**src/rtl/pe2ddr_wr_pkg.sv**
```systemverilog
// Global system parameters shared by the PE-to-DDR write-back path.
package pe2ddr_wr_pkg;

    localparam int DDR_W      = 64;   // DDR beat width
    localparam int DDR_ADDR_W = 32;   // DDR byte address width
    localparam int BURST_W    = 9;    // burst length field width
    localparam int DATA_W     = 16;   // one PE datum
    localparam int BATCH      = 2;    // data per accumulation-buffer word

    // Bits needed to address x entries (at least one bit).
    function automatic int bw(input int x);
        return (x <= 1) ? 1 : $clog2(x);
    endfunction

endpackage

```
**src/rtl/pe2ddr_skid_fifo.sv**
```systemverilog
// Small first-word-fall-through FIFO that absorbs abuf read data while the
// DDR data channel is back-pressured.
module pe2ddr_skid_fifo #(
    parameter int DEPTH = 4,
    parameter int W     = 32
) (
    input  logic                       clk,
    input  logic                       rst,
    input  logic                       push,
    input  logic [W-1:0]               din,
    input  logic                       pop,
    output logic [W-1:0]               dout,
    output logic [$clog2(DEPTH):0]     count
);
    localparam int AW = $clog2(DEPTH);

    logic [W-1:0]  mem [DEPTH];
    logic [AW-1:0] wr_ptr_reg;
    logic [AW-1:0] rd_ptr_reg;
    logic [AW:0]   count_reg;

    // Storage write; contents need no reset because count gates visibility.
    always_ff @(posedge clk) begin
        if (push) begin
            mem[wr_ptr_reg] <= din;
        end
    end

    // Pointer and occupancy tracking.
    always_ff @(posedge clk or posedge rst) begin
        if (rst) begin
            wr_ptr_reg <= '0;
            rd_ptr_reg <= '0;
            count_reg  <= '0;
        end else begin
            if (push) wr_ptr_reg <= wr_ptr_reg + AW'(1);
            if (pop)  rd_ptr_reg <= rd_ptr_reg + AW'(1);
            case ({push, pop})
                2'b10:   count_reg <= count_reg + (AW+1)'(1);
                2'b01:   count_reg <= count_reg - (AW+1)'(1);
                default: count_reg <= count_reg;
            endcase
        end
    end

    assign dout  = mem[rd_ptr_reg];
    assign count = count_reg;

endmodule

```
**src/rtl/pe2ddr_wr.sv**
```systemverilog
// Drains enabled PE accumulation buffers to DDR: one write burst per PE,
// words packed PACK per beat, LSB-first, short final beat zero-padded.
module pe2ddr_wr
    import pe2ddr_wr_pkg::*;
#(
    parameter int BUF_DEPTH  = 256,
    parameter int PE_NUM     = 32,
    parameter int FIFO_DEPTH = 4,
    parameter int ADDR_W     = bw(BUF_DEPTH),
    parameter int RD_W       = BATCH * DATA_W,
    parameter int PACK       = DDR_W / RD_W
) (
    input  logic                    clk,
    input  logic                    rst,
    input  logic                    start,
    output logic                    done,
    output logic                    busy,
    input  logic [DDR_ADDR_W-1:0]   conf_st_addr,
    input  logic [DDR_ADDR_W-1:0]   conf_pe_step,
    input  logic [ADDR_W:0]         conf_word_num,
    input  logic [PE_NUM-1:0]       conf_mask,
    output logic [ADDR_W-1:0]       abuf_rd_addr,
    output logic [PE_NUM-1:0]       abuf_rd_en,
    input  logic [PE_NUM*RD_W-1:0]  abuf_rd_data,
    output logic [DDR_ADDR_W-1:0]   ddr_addr,
    output logic [BURST_W-1:0]      ddr_size,
    output logic                    ddr_addr_valid,
    input  logic                    ddr_addr_ready,
    output logic [DDR_W-1:0]        ddr_data,
    output logic                    ddr_data_valid,
    output logic                    ddr_data_last,
    input  logic                    ddr_data_ready
);
    localparam int PE_W   = bw(PE_NUM);
    localparam int PIDX_W = bw(PACK);
    localparam int CNT_W  = $clog2(FIFO_DEPTH) + 1;

    typedef enum logic [2:0] {S_IDLE, S_SEL, S_ADDR, S_DATA, S_DONE} state_t;
    state_t state_reg, state_next;

    logic [DDR_ADDR_W-1:0] cur_addr_reg, pe_step_reg;
    logic [ADDR_W:0]       word_num_reg, rd_cnt_reg, pop_cnt_reg, pop_cnt_inc;
    logic [BURST_W-1:0]    beats_reg;
    logic [PE_NUM-1:0]     mask_reg;
    logic [PE_W-1:0]       cur_pe_reg, sel_idx;
    logic                  sel_found;
    logic                  inflight_reg;
    logic [DDR_W-1:0]      pack_reg, pack_merged, out_data_reg;
    logic [PIDX_W-1:0]     pack_idx_reg;
    logic                  out_valid_reg, out_last_reg;
    logic                  rd_issue, out_free, pop_final, pack_full, burst_end;
    logic                  fifo_pop;
    logic [RD_W-1:0]       fifo_dout;
    logic [CNT_W-1:0]      fifo_count, occupancy;

    // Lowest remaining mask bit (descending scan so the lowest wins).
    always_comb begin
        sel_found = 1'b0;
        sel_idx   = '0;
        for (int i = PE_NUM - 1; i >= 0; i--) begin
            if (mask_reg[i]) begin
                sel_found = 1'b1;
                sel_idx   = i[PE_W-1:0];
            end
        end
    end

    // Reads are throttled so buffered plus in-flight words never exceed the FIFO.
    assign occupancy = fifo_count + CNT_W'(inflight_reg);
    assign rd_issue  = (state_reg == S_DATA) && (rd_cnt_reg < word_num_reg) &&
                       (occupancy < CNT_W'(FIFO_DEPTH));
    assign abuf_rd_addr = rd_issue ? rd_cnt_reg[ADDR_W-1:0] : '0;

    for (genvar gi = 0; gi < PE_NUM; gi++) begin : g_rd_en
        assign abuf_rd_en[gi] = rd_issue && (cur_pe_reg == PE_W'(gi));
    end

    // A word leaves the FIFO only when the beat register can take a new beat.
    assign out_free    = !out_valid_reg || ddr_data_ready;
    assign fifo_pop    = (state_reg == S_DATA) && (fifo_count != '0) && out_free;
    assign pop_cnt_inc = pop_cnt_reg + (ADDR_W+1)'(1);
    assign pop_final   = (pop_cnt_inc == word_num_reg);
    assign pack_full   = (pack_idx_reg == PIDX_W'(PACK - 1));
    assign burst_end   = (state_reg == S_DATA) && out_valid_reg && ddr_data_ready && out_last_reg;

    // Insert the popped word into its slot of the beat under construction.
    always_comb begin
        pack_merged = pack_reg;
        pack_merged[pack_idx_reg*RD_W +: RD_W] = fifo_dout;
    end

    pe2ddr_skid_fifo #(
        .DEPTH (FIFO_DEPTH),
        .W     (RD_W)
    ) u_fifo (
        .clk   (clk),
        .rst   (rst),
        .push  (inflight_reg),
        .din   (abuf_rd_data[cur_pe_reg*RD_W +: RD_W]),
        .pop   (fifo_pop),
        .dout  (fifo_dout),
        .count (fifo_count)
    );

    // State register.
    always_ff @(posedge clk or posedge rst) begin
        if (rst) state_reg <= S_IDLE;
        else     state_reg <= state_next;
    end

    // Next-state and control outputs.
    always_comb begin
        state_next     = state_reg;
        busy           = (state_reg != S_IDLE);
        done           = 1'b0;
        ddr_addr_valid = 1'b0;
        ddr_addr       = '0;
        ddr_size       = '0;
        case (state_reg)
            S_IDLE: if (start) state_next = S_SEL;
            S_SEL:  state_next = sel_found ? S_ADDR : S_DONE;
            S_ADDR: begin
                ddr_addr_valid = 1'b1;
                ddr_addr       = cur_addr_reg;
                ddr_size       = beats_reg;
                if (ddr_addr_ready) state_next = S_DATA;
            end
            S_DATA: if (burst_end) state_next = S_SEL;
            S_DONE: begin
                done       = 1'b1;
                state_next = S_IDLE;
            end
            default: state_next = S_IDLE;
        endcase
    end

    // Configuration latch, per-PE counters, packing and the beat register.
    always_ff @(posedge clk or posedge rst) begin
        if (rst) begin
            cur_addr_reg  <= '0;
            pe_step_reg   <= '0;
            word_num_reg  <= '0;
            beats_reg     <= '0;
            mask_reg      <= '0;
            cur_pe_reg    <= '0;
            rd_cnt_reg    <= '0;
            pop_cnt_reg   <= '0;
            inflight_reg  <= 1'b0;
            pack_reg      <= '0;
            pack_idx_reg  <= '0;
            out_valid_reg <= 1'b0;
            out_last_reg  <= 1'b0;
            out_data_reg  <= '0;
        end else begin
            inflight_reg <= rd_issue;
            if (state_reg == S_IDLE && start) begin
                cur_addr_reg <= conf_st_addr;
                pe_step_reg  <= conf_pe_step;
                word_num_reg <= conf_word_num;
                beats_reg    <= BURST_W'((int'(conf_word_num) + PACK - 1) / PACK);
                mask_reg     <= conf_mask;
            end
            if (state_reg == S_SEL && sel_found) begin
                cur_pe_reg         <= sel_idx;
                mask_reg[sel_idx]  <= 1'b0;
                rd_cnt_reg         <= '0;
                pop_cnt_reg        <= '0;
                pack_reg           <= '0;
                pack_idx_reg       <= '0;
            end
            if (rd_issue) rd_cnt_reg <= rd_cnt_reg + (ADDR_W+1)'(1);
            if (out_valid_reg && ddr_data_ready) out_valid_reg <= 1'b0;
            if (fifo_pop) begin
                pop_cnt_reg <= pop_cnt_inc;
                if (pack_full || pop_final) begin
                    out_data_reg  <= pack_merged;
                    out_last_reg  <= pop_final;
                    out_valid_reg <= 1'b1;
                    pack_reg      <= '0;
                    pack_idx_reg  <= '0;
                end else begin
                    pack_reg     <= pack_merged;
                    pack_idx_reg <= pack_idx_reg + PIDX_W'(1);
                end
            end
            if (burst_end) cur_addr_reg <= cur_addr_reg + pe_step_reg;
        end
    end

    assign ddr_data       = out_data_reg;
    assign ddr_data_valid = out_valid_reg;
    assign ddr_data_last  = out_last_reg;

endmodule

```
**config.mk**
```make
export PLATFORM = sky130hd
export DESIGN_NAME = pe2ddr_wr
export DESIGN_NICKNAME = d
export VERILOG_FILES = /design/src/rtl/pe2ddr_wr_pkg.sv /design/src/rtl/pe2ddr_skid_fifo.sv /design/src/rtl/pe2ddr_wr.sv
export SDC_FILE = /design/constraint.sdc
export NUM_CORES = 1
export LEC_CHECK = 0
export CAP_MARGIN = 40
export CORE_AREA = 4 4 499 501
export DETAILED_ROUTE_END_ITERATION = 10
export DIE_AREA = 0 0 503 505
export SLEW_MARGIN = 40
export SYNTH_ARGS = -nofsm -noshare
export SYNTH_HDL_FRONTEND = slang
export SYNTH_SLANG_ARGS = --single-unit
```
**constraint.sdc**
```tcl
create_clock -name clk -period 24.9 [get_ports clk]
set_input_delay 4.98 -clock clk [delete_from_list [all_inputs] [get_ports clk]]
set_output_delay 4.98 -clock clk [all_outputs]
set_load 0.1 [all_outputs]
```
==> flow_summary.json, run 1 <==
{
  "status": "complete, no violations",
  "synth_top_area_share_pct": 29.19,
  "drtPass1Iterations": 5,
  "hold_violations": 0,
  "cts_sinks": 407,
  "die_x_um": 503,
  "synth_area_leaders": "mux4_2, dfrtp_1, edfxtp_1, mux2_2, nand2_1",
  "total_power_uw": 5103,
  "final_cell_mix": "clkdlybuf4s50_1, mux4_2, dfrtp_1, nand2_1, buf_2",
  "crit_top_cell": "a21o_1",
  "final_common_cell": "clkdlybuf4s50_1",
  "ctsHtreeMaxLevel": 2,
  "fin_crit_ns": 9.020,
  "rrSetupSlack_ns": 19.31,
  "synth.ff_latch_count": 407,
  "worstMarginPinSlew_ns": 0.8613,
  "total_leakage_power_uw": 0.01634,
  "cts.path.max_buffers": 3,
  "gp_congestion": 0.9857,
  "critPathKind": "register to output pin",
  "tns_ns": 0,
  "worst_clock_skew_ns": 0.03300,
  "cp-endpoint": "abuf_rd_en[2]",
  "drc_errors": 0,
  "layout.nets": 4450,
  "grt_pass1_wl_mm": 259.0,
  "viasPerCell": 3.839,
  "cts_resized": 0,
  "relSlewSlack_pct": 42.46,
  "coreArea_sq_um": 244800,
  "vias": 25240,
  "synth.avg_cell_area_sq_um": 13.18,
  "crit_path_end_kind": "output pin",
  "rsz0062_at_grt": "no",
  "synth_nets": 3243,
  "hold_path_depth": 1,
  "critPathArrivalTime_ns": 4.04,
  "maxSlewViolCount": 0,
  "dpl.hpwl_mm": 178.9,
  "rows": 182,
  "drv_cap": 0,
  "max_freq_mhz": 110.9,
  "ios": 1284,
  "powerDensity_nw_per_um2": 114.2,
  "ant_nets": 0,
  "drt-total-wl_mm": 205.0,
  "worst_ir_drop_vdd_v": 0.00008449,
  "hp-class": "register to register",
  "ctsHoldBuffers": 0,
  "fp.dieH_um": 505,
  "synth_area_sq_um": 27160,
  "rr_startpoint": "cur_pe_reg[1]",
  "antenna_found_initial": 179,
  "synth_edf_count": 128,
  "worstPathRequired_ns": 19.92,
  "cts_buffers": 44,
  "wl_per_cell_um": 31.17,
  "synth_cell_types": 69,
  "clk_latency_ns": 0.60,
  "crit_start": "rd_cnt_reg[1]",
  "async_flop_share_pct": 68.55,
  "syn_inst": 2060,
  "cpPeakStageDelay_ns": 0.65,
  "rr_worst_depth": 7,
  "die_area_sq_um": 254000,
  "crit_path_top_delay_cell": "o2111a_2",
  "cts_tree": "yes",
  "seq_area_frac_synth_pct": 39.86,
  "synth_flop_cell": "dfrtp_1",
  "clkSlewWorstSetupHoldPaths_ns": 0.06,
  "grt_max_degree": 110,
  "grt_pass1_vias": 25870,
  "grt.total_usage_pct": 15.41,
  "startpoint_type": "register",
  "crit_chain": "ha_1 > a21o_1 > a21o_1 > a21o_1 > a21o_1 > a211oi_1 > o2111a_2 > nand3b_1 > nor2_1 > buf_2",
  "yosysWarnings": 0,
  "nFillCells": 26840,
  "r2r-end": "u_fifo.mem[0][9]",
  "overflow": 0,
  "period_share_pct": 36.23,
  "start_util_pct": 11.09,
  "cp_max_fo": 34,
  "setup_viol": 0,
  "area_delta_synth_final_pct": 64.48,
  "dr.first_iter.drc_count": 2348,
  "cts-root-buf": "clkbuf_16",
  "largest_reg_flops": 128,
  "portBuffers": 1283,
  "post_cts_buffers": 0,
  "synth_area_leader_cell": "mux4_2",
  "layout-drive-gt1-share_pct": 22.40
}
==> kinds of logic after synthesis <==
family / share of synthesized area, %
AO/OA/AOI/OAI: 6.468
XOR/XNOR: 1.903
adder cells (fa/ha/maj): 2.313
buffers and inverters: 3.036
flip-flops: 39.86
multiplexers: 36.94
AND/OR/NAND/NOR: 9.485
==> Yosys cell counts (13+ instances only) <==
cell      instances
a21oi_1          77
a22o_1           36
a31oi_1          20
and2_1           58
and3_1           16
buf_1            13
buf_2            38
clkbuf_1         94
dfrtp_1         279
edfxtp_1        128
ha_1             47
inv_1            36
mux2_1           64
mux2_2           98
mux2i_1          28
mux4_2          352
nand2_1         226
nand3_1          25
nor2_1           98
nor2b_1          41
nor3_1           25
o21ai_0          58
xnor2_1          30
xor2_1           29
==> layout make-up <==
cell class,count,area [sq um],area share (%)
sequential,407,10850,24.29
clock inverter,20,192.7,0.4313
clock buffer,62,1264,2.829
inverter,36,142.6,0.3193
timing repair buffer,1316,12510,28.00
tap,3220,4029,9.019
multi-input combinational,1462,15550,34.82
antenna,53,132.6,0.2969
==> stage by stage <==
stage | cell area (sq um) | setup WS [ns] | util (%) | hold WS, ns | std cells
floorplan | 27160 | 12.23 | - | 0.4374 | 2060
global route | 44630 | 15.72 | 18.23 | 0.5017 | 6558
finish | 44670 | 15.88 | 18.25 | 0.4786 | 6576
global placement | 43590 | 15.78 | 17.81 | 0.4536 | 6434
detailed placement | 43080 | 16.57 | 17.60 | 0.4679 | 6441
CTS | 44530 | 15.88 | 18.19 | 0.4826 | 6523
==> metal layers <==
| layer | up-vias | share of wire, % | global-route usage [%] |
|---|---|---|---|
| met1 | 12790 | 38 | 18.24 |
| met2 | 1486 | 48 | 26.16 |
| li1 | 10520 | - | - |
| met3 | 366 | 9.7 | 4.613 |
| met4 | 84 | 4.2 | 5.781 |
| met5 | - | 0.26 | 0 |
==> critical path: cells and delay by family, from the launching register on <==
| family | cells | cell delay (ns) |
|---|---|---|
| simple gates | 2 | 0.66 |
| flops | 1 | 0.43 |
| buf+inv | 1 | 0.47 |
| fa+ha+maj | 1 | 0.29 |
| compound gates | 6 | 1.57 |
==> power breakdown <==
part	switching, uW	total (uW)	internal (uW)
sequential	196	1180	985
combinational	2030	3250	1220
clock	295	675	380
==> worst min path at each step <==
stage                               start               to  slack (ns)
after CTS                    beats_reg[7]     beats_reg[7]        0.48
after global routing         ddr_data[11]     ddr_data[11]        0.50
after floorplan              beats_reg[0]     beats_reg[0]        0.44
after detailed placement  pe_step_reg[22]  pe_step_reg[22]        0.47
final                        ddr_data[35]     ddr_data[35]        0.48
after global placement       beats_reg[0]     beats_reg[0]        0.45
No activity file was read; power rests on OpenSTA's default activity.
==> inputs of run 2 (changes only) <==
- CORE_AREA: 4 4 499 501 -> 4 4 503 505
- DIE_AREA: 0 0 503 505 -> 0 0 507 509
- clock period: 24.9 -> 7.85 ns (I/O delays scaled with it)
==> flow_summary.json, run 2 (synthesis gave the netlist of run 1 again) <==
{
  "relSlewSlack_pct": 43.11,
  "grt_pass1_wl_mm": 261.8,
  "crit_path_top_delay_cell": "o2111a_2",
  "setup_viol": 0,
  "viasPerCell": 3.765,
  "nFillCells": 27410,
  "antenna_found_initial": 178,
  "ctsHoldBuffers": 0,
  "grt_pass1_vias": 25960,
  "area_delta_synth_final_pct": 65.58,
  "gp_congestion": 0.9624,
  "clkSlewWorstSetupHoldPaths_ns": 0.06,
  "cts_resized": 0,
  "start_util_pct": 10.94,
  "rr_startpoint": "cur_pe_reg[0]",
  "hold_path_depth": 2,
  "cp_max_fo": 34,
  "worst_ir_drop_vdd_v": 0.0003500,
  "maxSlewViolCount": 0,
  "die_x_um": 507,
  "worstMarginPinSlew_ns": 0.8502,
  "hp-class": "register to register",
  "switchingPower_uw": 8059,
  "drtPass1Iterations": 6,
  "fin_crit_ns": 5.611,
  "comb_power_share_pct": 63.7,
  "final_common_cell": "clkdlybuf4s50_1",
  "dpl.hpwl_mm": 182.6,
  "cpPeakStageDelay_ns": 0.61,
  "wl_per_cell_um": 31.11,
  "crit_chain": "ha_1 > a21o_1 > a21o_1 > a21o_1 > a21o_1 > a211oi_1 > o2111a_2 > nand3_1 > nor2_1 > buf_2",
  "clk_latency_ns": 0.61,
  "crit_top_cell": "a21o_1",
  "ctsHtreeMaxLevel": 2,
  "fp.dieH_um": 509,
  "cts_tree": "yes",
  "hold_violations": 0,
  "final_cell_mix": "clkdlybuf4s50_1, mux4_2, dfrtp_1, nand2_1, buf_2",
  "rsz0062_at_grt": "no",
  "cts_sinks": 407,
  "period_share_pct": 71.48,
  "numPlacedInstances": 6551,
  "max_freq_mhz": 178.2,
  "worst_clock_skew_ns": 0.04191,
  "dr.first_iter.drc_count": 1891,
  "overflow": 0,
  "rr_worst_depth": 6,
  "powerDensity_nw_per_um2": 362.0,
  "layout-drive-gt1-share_pct": 22.42,
  "total_power_uw": 16280,
  "crit_start": "rd_cnt_reg[1]",
  "startpoint_type": "register",
  "r2r-end": "u_fifo.mem[0][27]",
  "tns_ns": 0,
  "critPathArrivalTime_ns": 4.04,
  "post_cts_buffers": 0,
  "die_area_sq_um": 258100,
  "grt.total_usage_pct": 15.37,
  "drc_errors": 0,
  "crit_path_end_kind": "output pin",
  "cts.path.max_buffers": 3,
  "p_int_uw": 8221,
  "hp-start": "pe_step_reg[18]",
  "cts_buffers": 45,
  "grt_max_degree": 117,
  "final_cells": 6711,
  "rrSetupSlack_ns": 3.43,
  "worstPathRequired_ns": 6.28,
  "coreArea_sq_um": 248200,
  "cts-root-buf": "clkbuf_16",
  "whs_ns": 0.4776,
  "swShare_pct": 49.50,
  "hold_end": "pe_step_reg[18]",
  "layout.nets": 4454,
  "vias": 25270,
  "status": "complete, no violations",
  "clock_power_share_pct": 13.3,
  "p_seq_share_pct": 23.0,
  "portBuffers": 1283,
  "drv_cap": 0,
  "largest_reg_flops": 128,
  "drt-total-wl_mm": 208.8,
  "ant_nets": 0,
  "rows": 183,
  "ios": 1284,
  "total_leakage_power_uw": 0.01638,
  "critPathKind": "register to output pin"
}
run 2: worst max-delay path, delay by kind of cell, from the launching register on:
family	cells	cell delay (ns)
flip-flops	1	0.44
AO/OA/AOI/OAI	6	1.54
buffers and inverters	1	0.46
adder cells (fa/ha/maj)	1	0.30
AND/OR/NAND/NOR	2	0.68
run 2: layer usage:
metal  global-route usage, %  share of wire [%]  wire length, um
met5                       0               0.26              533
met4                   7.498                5.3            10990
met3                   4.966                8.9            18680
met2                   25.70                 48            99460
met1                   17.69                 38            79090
run 2: power by group through the flow:
stage / Sequential [uW] / Clock (uW) / Combinational (uW)
floorplan: 4520 / 0 / 5750
global placement: 3860 / 0 / 10500
detailed placement: 3800 / 0 / 10500
CTS: 3760 / 2240 / 10600
global route: 3840 / 2310 / 11000
finish: 3750 / 2160 / 10400
run 2: worst max path at each step:
stage | to | slack, ns | cells past startpoint
6_report | abuf_rd_en[15] | 2.24 | 10
5_1_grt | abuf_rd_en[29] | 2.01 | 11
4_1_cts | abuf_rd_en[29] | 2.20 | 10
3_5_place_dp | abuf_rd_en[29] | 2.92 | 10
3_3_place_gp | abuf_rd_en[29] | 2.09 | 11
2_1_floorplan | abuf_rd_en[19] | 2.15 | 10
run 2: final cells by class:
type | count | area, sq um | share of cell area [%]
multi-input combinational | 1462 | 15550 | 34.59
timing repair buffer | 1319 | 12590 | 28.01
sequential | 407 | 10850 | 24.13
tap | 3330 | 4167 | 9.265
clock buffer | 62 | 1292 | 2.874
antenna | 76 | 190.2 | 0.4229
clock inverter | 19 | 183.9 | 0.4090
inverter | 36 | 138.9 | 0.3088
run 2: per-stage QoR:
stage                     instance area [sq um]  utilization [%]  worst slack (ns)
final                                     44970            18.12             2.239
after global routing                      44910            18.10             2.014
after CTS                                 44710            18.01             2.198
after detailed placement                  43230            17.42             2.920
after global placement                    43770            17.63             2.091
after floorplan                           27160                -             2.153
==> inputs of run 3 (changes only) <==
- CORE_AREA: 4 4 503 505 -> 4 4 493 495
- DIE_AREA: 0 0 507 509 -> 0 0 497 499
- clock period: 7.85 -> 5.6 ns (I/O delays scaled with it)
==> flow_summary.json, run 3 (synthesis gave the netlist of run 1 again) <==
{
  "crit_chain": "ha_1 > a21o_1 > a21o_1 > a21o_1 > a21o_1 > a211oi_1 > o2111a_2 > nand3b_1 > nor2_1 > buf_4",
  "die_x_um": 497,
  "crit_path_end_kind": "output pin",
  "hp-start": "beats_reg[4]",
  "crit_start": "rd_cnt_reg[1]",
  "dpl.hpwl_mm": 183.4,
  "worstMarginPinSlew_ns": 0.8369,
  "cpPeakStageDelay_ns": 0.63,
  "relSlewSlack_pct": 44.00,
  "wl_per_cell_um": 31.84,
  "viasPerCell": 3.787,
  "worst_clock_skew_ns": 0.01619,
  "fin_crit_ns": 5.089,
  "clk_latency_ns": 0.61,
  "grt.total_usage_pct": 16.16,
  "rrSetupSlack_ns": 2.20,
  "setup_viol": 0,
  "post_cts_buffers": 0,
  "powerDensity_nw_per_um2": 513.3,
  "period_share_pct": 90.87,
  "final_cells": 6558,
  "grtUsageMet3_pct": 4.657,
  "tns_ns": 0,
  "area_delta_synth_final_pct": 65.96,
  "cts.path.max_buffers": 3,
  "dr.first_iter.drc_count": 1898,
  "grt_max_degree": 135,
  "fp.dieH_um": 499,
  "final_cell_mix": "clkdlybuf4s50_1, mux4_2, dfrtp_1, nand2_1, edfxtp_1",
  "hold_violations": 0,
  "vias": 24840,
  "cp_max_fo": 34,
  "rows": 179,
  "status": "complete, no violations",
  "max_freq_mhz": 196.5,
  "use_met1_pct": 19.43,
  "crit_path_top_delay_cell": "o2111a_2",
  "cts_buffers": 47,
  "whs_ns": 0.4763,
  "cts-root-buf": "clkbuf_16",
  "antenna_found_initial": 167,
  "gp_congestion": 0.9524,
  "cts_resized": 0,
  "numPlacedInstances": 6409,
  "portBuffers": 1283,
  "layout.nets": 4476,
  "critPathKind": "register to output pin",
  "rsz0062_at_grt": "no",
  "start_util_pct": 11.42,
  "coreArea_sq_um": 237900,
  "startpoint_type": "register",
  "ios": 1284,
  "fin_ws_ns": 0.5115,
  "layout-drive-gt1-share_pct": 23.18,
  "critPathArrivalTime_ns": 3.97,
  "drtPass1Iterations": 7,
  "hp-class": "register to register",
  "cts_sinks": 407,
  "overflow": 0,
  "die_area_sq_um": 248000,
  "maxSlewViolCount": 0,
  "cts_tree": "yes",
  "pre_cts_slack_ns": 1.206,
  "total_leakage_power_uw": 0.01654,
  "ant_nets": 0,
  "crit_top_cell": "a21o_1",
  "rr_worst_depth": 4,
  "clkSlewWorstSetupHoldPaths_ns": 0.06,
  "worstPathRequired_ns": 4.48,
  "ctsHoldBuffers": 0,
  "use_met2_pct": 27.56,
  "drv_cap": 0,
  "rr_startpoint": "cur_pe_reg[1]",
  "grt_pass1_wl_mm": 265.4,
  "drc_errors": 0,
  "r2r-end": "u_fifo.mem[2][20]",
  "drt-total-wl_mm": 208.8,
  "largest_reg_flops": 128,
  "busiest_layer": "met2",
  "finalCoreUtilization_pct": 18.95,
  "ctsHtreeMaxLevel": 2,
  "grt_pass1_vias": 25800,
  "worst_ir_drop_vdd_v": 0.0005044,
  "final_common_cell": "clkdlybuf4s50_1",
  "cp-endpoint": "abuf_rd_en[10]"
}
## run 3: final cells by class
class | count | area [sq um]
fill | 26080 | 192800
timing repair buffer | 1339 | 12800
tap | 3167 | 3963
clock inverter | 32 | 357.8
clock buffer | 55 | 1246
antenna | 60 | 150.1
inverter | 36 | 138.9
multi-input combinational | 1462 | 15560
sequential | 407 | 10850
## run 3: worst min-delay path by stage
stage,end,slack (ns),cells after the start
finish,beats_reg[4],0.48,2
CTS,beats_reg[4],0.48,2
global placement,beats_reg[5],0.46,2
global route,ddr_data[49],0.49,1
detailed placement,beats_reg[4],0.47,2
floorplan,beats_reg[0],0.44,2
## run 3: critical path, delay by kind of cell (launching register included)
family / cells / cell delay [ns]
DFF: 1 / 0.43
buffers and inverters: 1 / 0.34
adders and majority gates: 1 / 0.30
and+or+nand+nor: 2 / 0.73
AOI/OAI and AO/OA: 6 / 1.56
## run 3: routing by layer
layer	wire [um]	vias up	share of wire, %
li1	-	10560	-
met1	82800	12550	40
met2	99860	1312	48
met3	16760	344	8.0
met4	8948	66	4.3
met5	425	-	0.20
## run 3: metrics by stage
step                cell area [sq um]  total power [uW]
CTS                             44870             23670
global route                    45020             24430
detailed placement              43270             20300
finish                          45070             23140
global placement                43690             20330
floorplan                       27160             14390
## run 3: power by group
| group | total (uW) | switching (uW) | internal (uW) |
|---|---|---|---|
| sequential | 5480 | 1100 | 4380 |
| clock | 3230 | 1370 | 1850 |
| combinational | 14400 | 8930 | 5500 |
